### config.mk
export PLATFORM = sky130hd
export DESIGN_NAME = theta_col_parity
export DESIGN_NICKNAME = d
export VERILOG_FILES = /design/src/rtl/theta_col_parity.sv
export SDC_FILE = /design/constraint.sdc
export NUM_CORES = 1
export LEC_CHECK = 0
export CAP_MARGIN = 20
export CORE_ASPECT_RATIO = 0.5
export CORE_MARGIN = 1.5
export CORE_UTILIZATION = 48
export DETAILED_ROUTE_END_ITERATION = 10
export GPL_TIMING_DRIVEN = 0
export PLACE_DENSITY = 0.89
export SETUP_SLACK_MARGIN = 0.02
export SYNTH_ARGS = -nofsm -noshare
export SYNTH_HDL_FRONTEND = slang
export SYNTH_SLANG_ARGS = --single-unit
### constraint.sdc
create_clock -name clk -period 4 [get_ports clk]
set_input_delay 0.8 -clock clk [delete_from_list [all_inputs] [get_ports clk]]
set_output_delay 0.8 -clock clk [all_outputs]
set_load 0.01 [all_outputs]
### src/rtl/theta_col_parity.sv
// theta_col_parity: streams a W-slice Keccak state, one 25-bit slice per cycle, producing
// column parity per slice; THETA_APPLY_EN selects the full theta output, otherwise Out mirrors In.
module theta_col_parity #(
    parameter int W  = 64,
    parameter int IW = 6
) (
    input  logic          clk,
    input  logic          reset,
    input  logic          start,
    input  logic [24:0]   In,
    output logic [IW-1:0] page_index,
    output logic          Ready,
    output logic [24:0]   Out,
    output logic          out_valid,
    output logic [IW-1:0] out_index,
    output logic [4:0]    parity,
    output logic          Done
);

    typedef enum logic [1:0] {IDLE, PRE, RUN} state_t;

    localparam logic [IW-1:0] LAST = IW'(W - 1);

    state_t      state;
    logic [IW-1:0] z;
    logic [4:0]  col_c;
    logic [24:0] next_out;

    always_comb begin
        col_c = '0;
        for (int y = 0; y < 5; y++)
            col_c = col_c ^ In[5*y +: 5];
    end

`ifdef THETA_APPLY_EN
    // prev_c carries C of slice z-1; PRE seeds it with slice W-1 so z=0 wraps correctly.
    logic [4:0] prev_c;
    logic [4:0] d;

    always_ff @(posedge clk or posedge reset) begin
        if (reset)
            prev_c <= '0;
        else if (state != IDLE)
            prev_c <= col_c;
    end

    always_comb begin
        d = '0;
        for (int x = 0; x < 5; x++)
            d[x] = col_c[(x + 4) % 5] ^ prev_c[(x + 1) % 5];
        next_out = In ^ {5{d}};
    end
`else
    assign next_out = In;
`endif

    // NOTE: every output of this block gets a value on every path; the default up front
    // stops a latch being inferred for page_index.
    always_comb begin
        page_index = '0;
        case (state)
            PRE:     page_index = LAST;
            RUN:     page_index = z;
            default: page_index = '0;
        endcase
    end

    assign Ready = (state == IDLE);

    // NOTE: all state here uses non-blocking assignments so every register samples the
    // pre-edge values of its neighbours, matching real flip-flop behaviour.
    always_ff @(posedge clk or posedge reset) begin
        if (reset) begin
            state     <= IDLE;
            z         <= '0;
            Out       <= '0;
            parity    <= '0;
            out_index <= '0;
            out_valid <= 1'b0;
            Done      <= 1'b0;
        end else begin
            out_valid <= 1'b0;
            Done      <= 1'b0;
            case (state)
                IDLE: begin
                    if (start)
                        state <= PRE;
                end
                PRE: begin
                    z     <= '0;
                    state <= RUN;
                end
                RUN: begin
                    Out       <= next_out;
                    parity    <= col_c;
                    out_index <= z;
                    out_valid <= 1'b1;
                    z         <= z + IW'(1);
                    if (z == LAST) begin
                        Done  <= 1'b1;
                        state <= IDLE;
                    end
                end
                default: state <= IDLE;
            endcase
        end
    end

endmodule

==> summary.md, run 1 <==
| Metric | Value |
|---|---|
| Remaining antenna violation count | `0` |
| Period utilization | `75.5%` |
| Status | `finished clean` |
| Ys flop type | `dfrtp_1` |
| # fillers | `270` |
| Number of post-CTS setup repair buffers | `0` |
| RSZ-0062 raised after global routing | `false` |
| Worst-Skew Late Latency | `0.30 ns` |
| Mean post-synth cell area | `12.9 um2` |
| Finish-stage setup viols | `0` |
| Critical path's largest stage delay | `0.55 ns` |
| Hold Crit Start | `Out[4]$_DFFE_PP0N_` |
| Area of the multi-input gates | `883 um2` |
| I/O Buffers | `72` |
| CTS root buf | `clkbuf_8` |
| Reg2reg path depth | `5` |
| # diodes | `0` |
| Largest net degree at the start of global routing | `29` |
| Hold Crit Depth | `1` |
| CTS tree | `built` |
| Cell area after synthesis | `2100 um2` |
| Io pins | `73` |
| Worst setup EP type | `primary output` |
| Vias post-DR | `1479` |
| Final setup TNS | `0 ns` |
| Slew @ Worst Pin | `0.436 ns` |
| HP Class | `reg -> reg` |
| Critical Path RT | `3.20 ns` |
| 1st-iter DRT viols | `21` |
| PwrDens | `721 nW/um2` |
| Syn nets | `196` |
| LEAKAGE | `1.25 nW` |
| Synth top area share | `54.8%` |
| Die W | `96.5 um` |
| Total of max-cap violations | `0` |
| Number of synthesized flops with an enable pin | `0` |
| Area grow syn2layout | `43.6%` |
| Clock Sinks | `46` |
| Drt first pass iters | `4` |
| Crit path max-delay family | `buffers and inverters` |
| Maximum VDD drop | `0.385 mV` |
| CP max-delay cell | `clkdlybuf4s50_1` |
| Cts bufs inserted | `5` |
| Die H | `49.8 um` |
| Routed wire per std cell | `15.6 um` |
| Worst r2r src | `state[0]$_DFFE_PP0P_` |
| Max Root-Sink Buffers | `2` |
| Max Clock Skew | `0.00661 ns` |
| Post-synthesis instance total | `163` |
| Part of the Yosys area used for sequential elements | `54.8%` |
| Share of layout cells above drive strength 1 | `21.7%` |
| Synth area leaders | `dfrtp_1, mux2_2, xnor2_1, ha_1, a21oi_1` |
| Flop-to-flop setup slack | `2.22 ns` |
| Remaining Overflow, GRT | `0` |
| Post-synth ARST share | `100%` |
| Row cnt | `16` |
| Clock slew at reported path FFs | `0.08 ns` |
| WL final | `4650 um` |
| Crit-path max FO | `10` |
| Area leader, netlist | `dfrtp_1` |
| Slew Limit Headroom | `70.9%` |
| Vias in the first global route | `1557` |
| CP Class | `reg -> out` |
| Critical R2R Capture | `Out[13]$_DFFE_PP0N_` |
| Post-synth top cells | `dfrtp_1, mux2_2, xnor2_1` |
| Final nets | `276` |
| Setup crit start kind | `flop` |
| Worst Hold End | `Out[4]$_DFFE_PP0N_` |
| Fmax | `331 MHz` |
| Final hold vios | `0` |
| Number of buffers and inverters on the critical path | `3` |
| Most common cell in the netlist | `dfrtp_1` |
| Fin Hold WS | `0.509 ns` |
| Seq cells post-synth | `46` |
| Tmin final | `3.02 ns` |
| Global Route Usage Sum | `22.0%` |
| YS warnings | `0` |
| Final core occ | `74.5%` |
| Via density | `4.96` |
| Register Area | `1150 um2` |
| DP HPWL | `3320 um` |
| Pins Over Slew Limit | `0` |
| Initial antenna violation count | `0` |
| CP cell instances | `inv_1 -> ha_1 -> clkbuf_1 -> nor2b_1 -> clkdlybuf4s50_1` |
| Netlist cell types | `23` |
| First-pass GRT wire length | `7760 um` |
| Crit path DAT | `2.22 ns` |
| Die area | `4800 um2` |
| H-tree levels | `2` |
| Hold Buf Count CTS | `0` |
| RePlAce Congestion | `0.766` |
| Core area | `4040 um2` |
| Tot Pwr | `0.00217 W` |
| Initial Utilization | `51.9%` |
| DRC | `0` |
| CTS resizes | `0` |
## stage by stage
step	instance area, um2	setup slack [ns]	instances
3_5_place_dp	2910	1.33	290
3_3_place_gp	2890	1.25	289
2_1_floorplan	2100	1.96	163
4_1_cts	3010	0.978	298
5_1_grt	3010	0.742	298
6_report	3010	0.979	298
## layout make-up
cell class	instances	share of cell area, %
sequential	46	38.2
multi-input combinational	102	29.3
timing repair buffer	73	24.6
clock buffer	7	2.53
tap	54	2.24
inverter	9	1.12
buffer	6	1.04
clock inverter	1	0.996
## how the worst max path moves through the flow
stage                    startpoint                    to  slack, ns  cells past startpoint
5_1_grt        state[0]$_DFFE_PP0P_         page_index[3]       0.74                      5
3_5_place_dp   state[0]$_DFFE_PP0P_         page_index[5]       1.33                      5
6_report       state[0]$_DFFE_PP0P_         page_index[3]       0.98                      5
4_1_cts        state[0]$_DFFE_PP0P_         page_index[5]       0.98                      5
2_1_floorplan  state[0]$_DFFE_PP0P_         page_index[0]       1.96                      4
3_3_place_gp                  reset  state[0]$_DFFE_PP0P_       1.25                      2
## sequential cells by signal (all words and copies together), names as in the netlist
name and count:
Out 25, out_index 6, z 6, parity 5
state 2, Done 1, out_valid 1
## cells in the final DEF, fill, tap and decap left out, types with 3 or more instances in the layout
cell / count
clkbuf_8: 5
nand2_1: 3
dfrtp_1: 46
nand3_1: 3
buf_2: 4
a21oi_1: 9
mux2_2: 35
nor2b_1: 7
inv_1: 8
xnor2_1: 20
ha_1: 5
clkdlybuf4s50_1: 72
o21ai_0: 8
clkbuf_1: 3
## cell families (layout without fill, tap and decap cells)
group / after synthesis / count (layout) / share of synthesized area, %
XOR/XNOR: 21 / 21 / 8.76
AND/OR/NAND/NOR: 21 / 21 / 5.96
AO/OA/AOI/OAI: 19 / 19 / 4.89
flip-flops: 46 / 46 / 54.8
adder cells (fa/ha/maj): 5 / 5 / 2.98
buffers and inverters: 15 / 96 / 3.10
multiplexers: 36 / 36 / 19.5
## where the power goes
part	total [W]	switching, W	internal, W
clock	0.000338	0.000151	0.000187
sequential	0.000750	0.000100	0.000650
combinational	0.00108	0.000437	0.000647
## layer usage
metal  global-route usage [%]  wire [um]  share of wire (%)  up-vias
met3                     5.09        157                3.4        6
met2                     36.9       2400                 52       26
met1                     28.2       2030                 44      734
met5                        0          0                  0        -
li1                         -          -                  -      713
met4                     7.00         67                1.4        0
(Power assumes the default switching activity.)
==> run 2: changes to the inputs <==
Settings changed: CORE_UTILIZATION 48 to 40, PLACE_DENSITY 0.89 to 0.8.
Clock period 4 ns to 2.4 ns, I/O delays scaled along.
==> summary.md, run 2 (same netlist as run 1, synthesis figures left out) <==
| Metric | Value |
|---|---|
| Worst setup EP type | `primary output (unchanged)` |
| Clock Sinks | `46 (unchanged)` |
| Critical Path RT | `1.92 ns (was 3.20 ns)` |
| Period utilization | `90.9%` |
| Slew @ Worst Pin | `0.543 ns (was 0.436 ns)` |
| Area grow syn2layout | `47.4% (was 43.6%)` |
| Total of max-cap violations | `0 (unchanged)` |
| Register Area | `1150 um2 (unchanged)` |
| Largest registers | `Out: 25 flops, out_index: 6 flops, z: 6 flops (unchanged)` |
| CTS root buf | `clkbuf_8 (unchanged)` |
| Drt first pass iters | `4 (unchanged)` |
| Die H | `54.2 um (was 49.8 um)` |
| Setup crit start kind | `flop (unchanged)` |
| Pins Over Slew Limit | `0 (unchanged)` |
| Max Root-Sink Buffers | `2 (unchanged)` |
| Worst-Skew Late Latency | `0.30 ns (about the same)` |
| Io pins | `73 (unchanged)` |
| Row cnt | `18 (was 16)` |
| RePlAce Congestion | `0.700 (was 0.766)` |
| Cts bufs inserted | `5 (unchanged)` |
| Final nets | `277 (was 276)` |
| LEAKAGE | `1.30 nW (was 1.25 nW)` |
| Global Route Usage Sum | `16.5% (was 22.0%)` |
| Reg2reg path depth | `5 (unchanged)` |
| PwrDens | `1210 nW/um2 (was 721 nW/um2)` |
| Maximum VDD drop | `0.571 mV (was 0.385 mV)` |
| Commonest non-fill, non-tap cells in the layout | `clkdlybuf4s50_1, dfrtp_1, mux2_2 (unchanged)` |
| Top sig layer | `met4 (unchanged)` |
| First-pass GRT wire length | `7180 um (was 7760 um)` |
| Die W | `105 um (was 96.5 um)` |
| CP Class | `reg -> out (unchanged)` |
| Clock slew at reported path FFs | `0.09 ns (was 0.08 ns)` |
| Final core occ | `62.2% (was 74.5%)` |
| CTS tree | `built (unchanged)` |
| Share of layout cells above drive strength 1 | `24.5% (was 21.7%)` |
| Crit-path max FO | `10 (unchanged)` |
| I/O Buffers | `72 (unchanged)` |
| WL final | `4560 um (was 4650 um)` |
| Register with the most flip-flops | `Out (unchanged)` |
| Non-filler cells, final | `315 (was 298)` |
| # placed instances | `306 (was 290)` |
| M1 wire length | `1950 um (was 2030 um)` |
| 1st-iter DRT viols | `12 (was 21)` |
| DP HPWL | `3360 um (was 3320 um)` |
| Largest register FFs | `25 (unchanged)` |
| Tmin final | `2.18 ns` |
| Vias post-DR | `1470 (was 1479)` |
| Tot Pwr | `0.00375 W (was 0.00217 W)` |
| Fmax | `458 MHz` |
| Slew Limit Headroom | `63.7% (was 70.9%)` |
| # fillers | `396 (was 270)` |
| H-tree levels | `2 (unchanged)` |
| HP Class | `reg -> reg (unchanged)` |
| Initial Utilization | `42.2% (was 51.9%)` |
| Met3 wire length | `109 um (was 157 um)` |
| Core area | `4980 um2 (was 4040 um2)` |
| Metal2 WL | `2470 um (was 2400 um)` |
| Initial antenna violation count | `0 (unchanged)` |
| DRC | `0 (unchanged)` |
| Remaining Overflow, GRT | `0 (unchanged)` |
| Finish-stage setup viols | `0 (unchanged)` |
| Commonest non-fill, non-tap cell in the layout | `clkdlybuf4s50_1 (unchanged)` |
| Crit path DAT | `1.70 ns (was 2.22 ns)` |
| Area of the multi-input gates | `898 um2 (was 883 um2)` |
| Remaining antenna violation count | `0 (unchanged)` |
| Vias in the first global route | `1494 (was 1557)` |
| Die area | `5720 um2 (was 4800 um2)` |
| Largest net degree at the start of global routing | `25 (was 29)` |
| Max Clock Skew | `0.00807 ns (was 0.00661 ns)` |
| Routed wire per std cell | `14.5 um (was 15.6 um)` |
| Status | `finished clean (unchanged)` |
| # diodes | `0 (unchanged)` |
| Hold Crit Depth | `1 (unchanged)` |
| Via density | `4.67 (was 4.96)` |
| RSZ-0062 raised after global routing | `false (unchanged)` |
| Final hold vios | `0 (unchanged)` |
==> run 2: changes by cell type in the layout (fill, tap and decap cells not counted), sizes merged <==
cell / delta
clkbuf: -2
clkinv: +1
bufinv: +1
dlygate4sd2: +6
clkdlybuf4s50: -6
buf: +1
==> run 2: worst max-delay path: stages (launching register included) <==
cell	delay [ns]
dfrtp_1	0.40
inv_1	0.11
ha_4	0.31
clkbuf_4	0.18
nor2b_1	0.14
dlygate4sd2_1	0.27
==> run 2: metrics by stage <==
| step | cell area (um2) | TNS [ns] | setup slack, ns | hold WS, ns |
|---|---|---|---|---|
| after global placement | 2910 | -0.785 | -0.0184 | 0.491 |
| after detailed placement | 2940 | 0 | 0.0372 | 0.495 |
| final | 3090 | 0 | 0.218 | 0.512 |
| after floorplan | 2100 | 0 | 0.683 | 0.508 |
| after global routing | 3090 | 0 | 0.0816 | 0.525 |
| after CTS | 3090 | 0 | 0.210 | 0.516 |
==> run 2: worst paths after layout <==
check                                     startpoint                    end  slack (ns)
worst min-delay path              Out[8]$_DFFE_PP0N_     Out[8]$_DFFE_PP0N_        0.51
worst max register to register  state[0]$_DFFE_PP0P_    Out[15]$_DFFE_PP0N_        0.77
min in group asynchronous                      reset    Out[12]$_DFFE_PP0N_        0.54
worst min register to register    Out[8]$_DFFE_PP0N_     Out[8]$_DFFE_PP0N_        0.51
max in group asynchronous                      reset  parity[3]$_DFFE_PP0N_        1.37
worst max-delay path            state[1]$_DFFE_PP0P_          page_index[3]        0.22
==> run 2: power by group <==
group,internal (W),switching [W]
clock network,0.000417,0.000270
logic,0.00109,0.000726
registers,0.00108,0.000164
==> run 2: area by class of cell <==
| type | count | area share (%) |
|---|---|---|
| inverters | 9 | 1.09 |
| well taps | 70 | 2.83 |
| clock buffers | 5 | 2.22 |
| clock inverters | 3 | 2.22 |
| flip-flops and latches | 46 | 37.2 |
| plain buffers | 6 | 1.21 |
| repair buffers | 74 | 24.2 |
| multi-input cells | 102 | 29.0 |
==> run 2: layer usage <==
| layer | up-vias | global-route usage [%] |
|---|---|---|
| met3 | 5 | 3.45 |
| met5 | - | 0 |
| met4 | 0 | 5.71 |
| met2 | 21 | 32.1 |
| met1 | 731 | 19.0 |
| li1 | 713 | - |
==> run 2: what timing repair did <==
action,CTS,global route
hold buffers,0,0
setup endpoints to repair,6,0
setup buffers,1,0
resized for setup,12,0
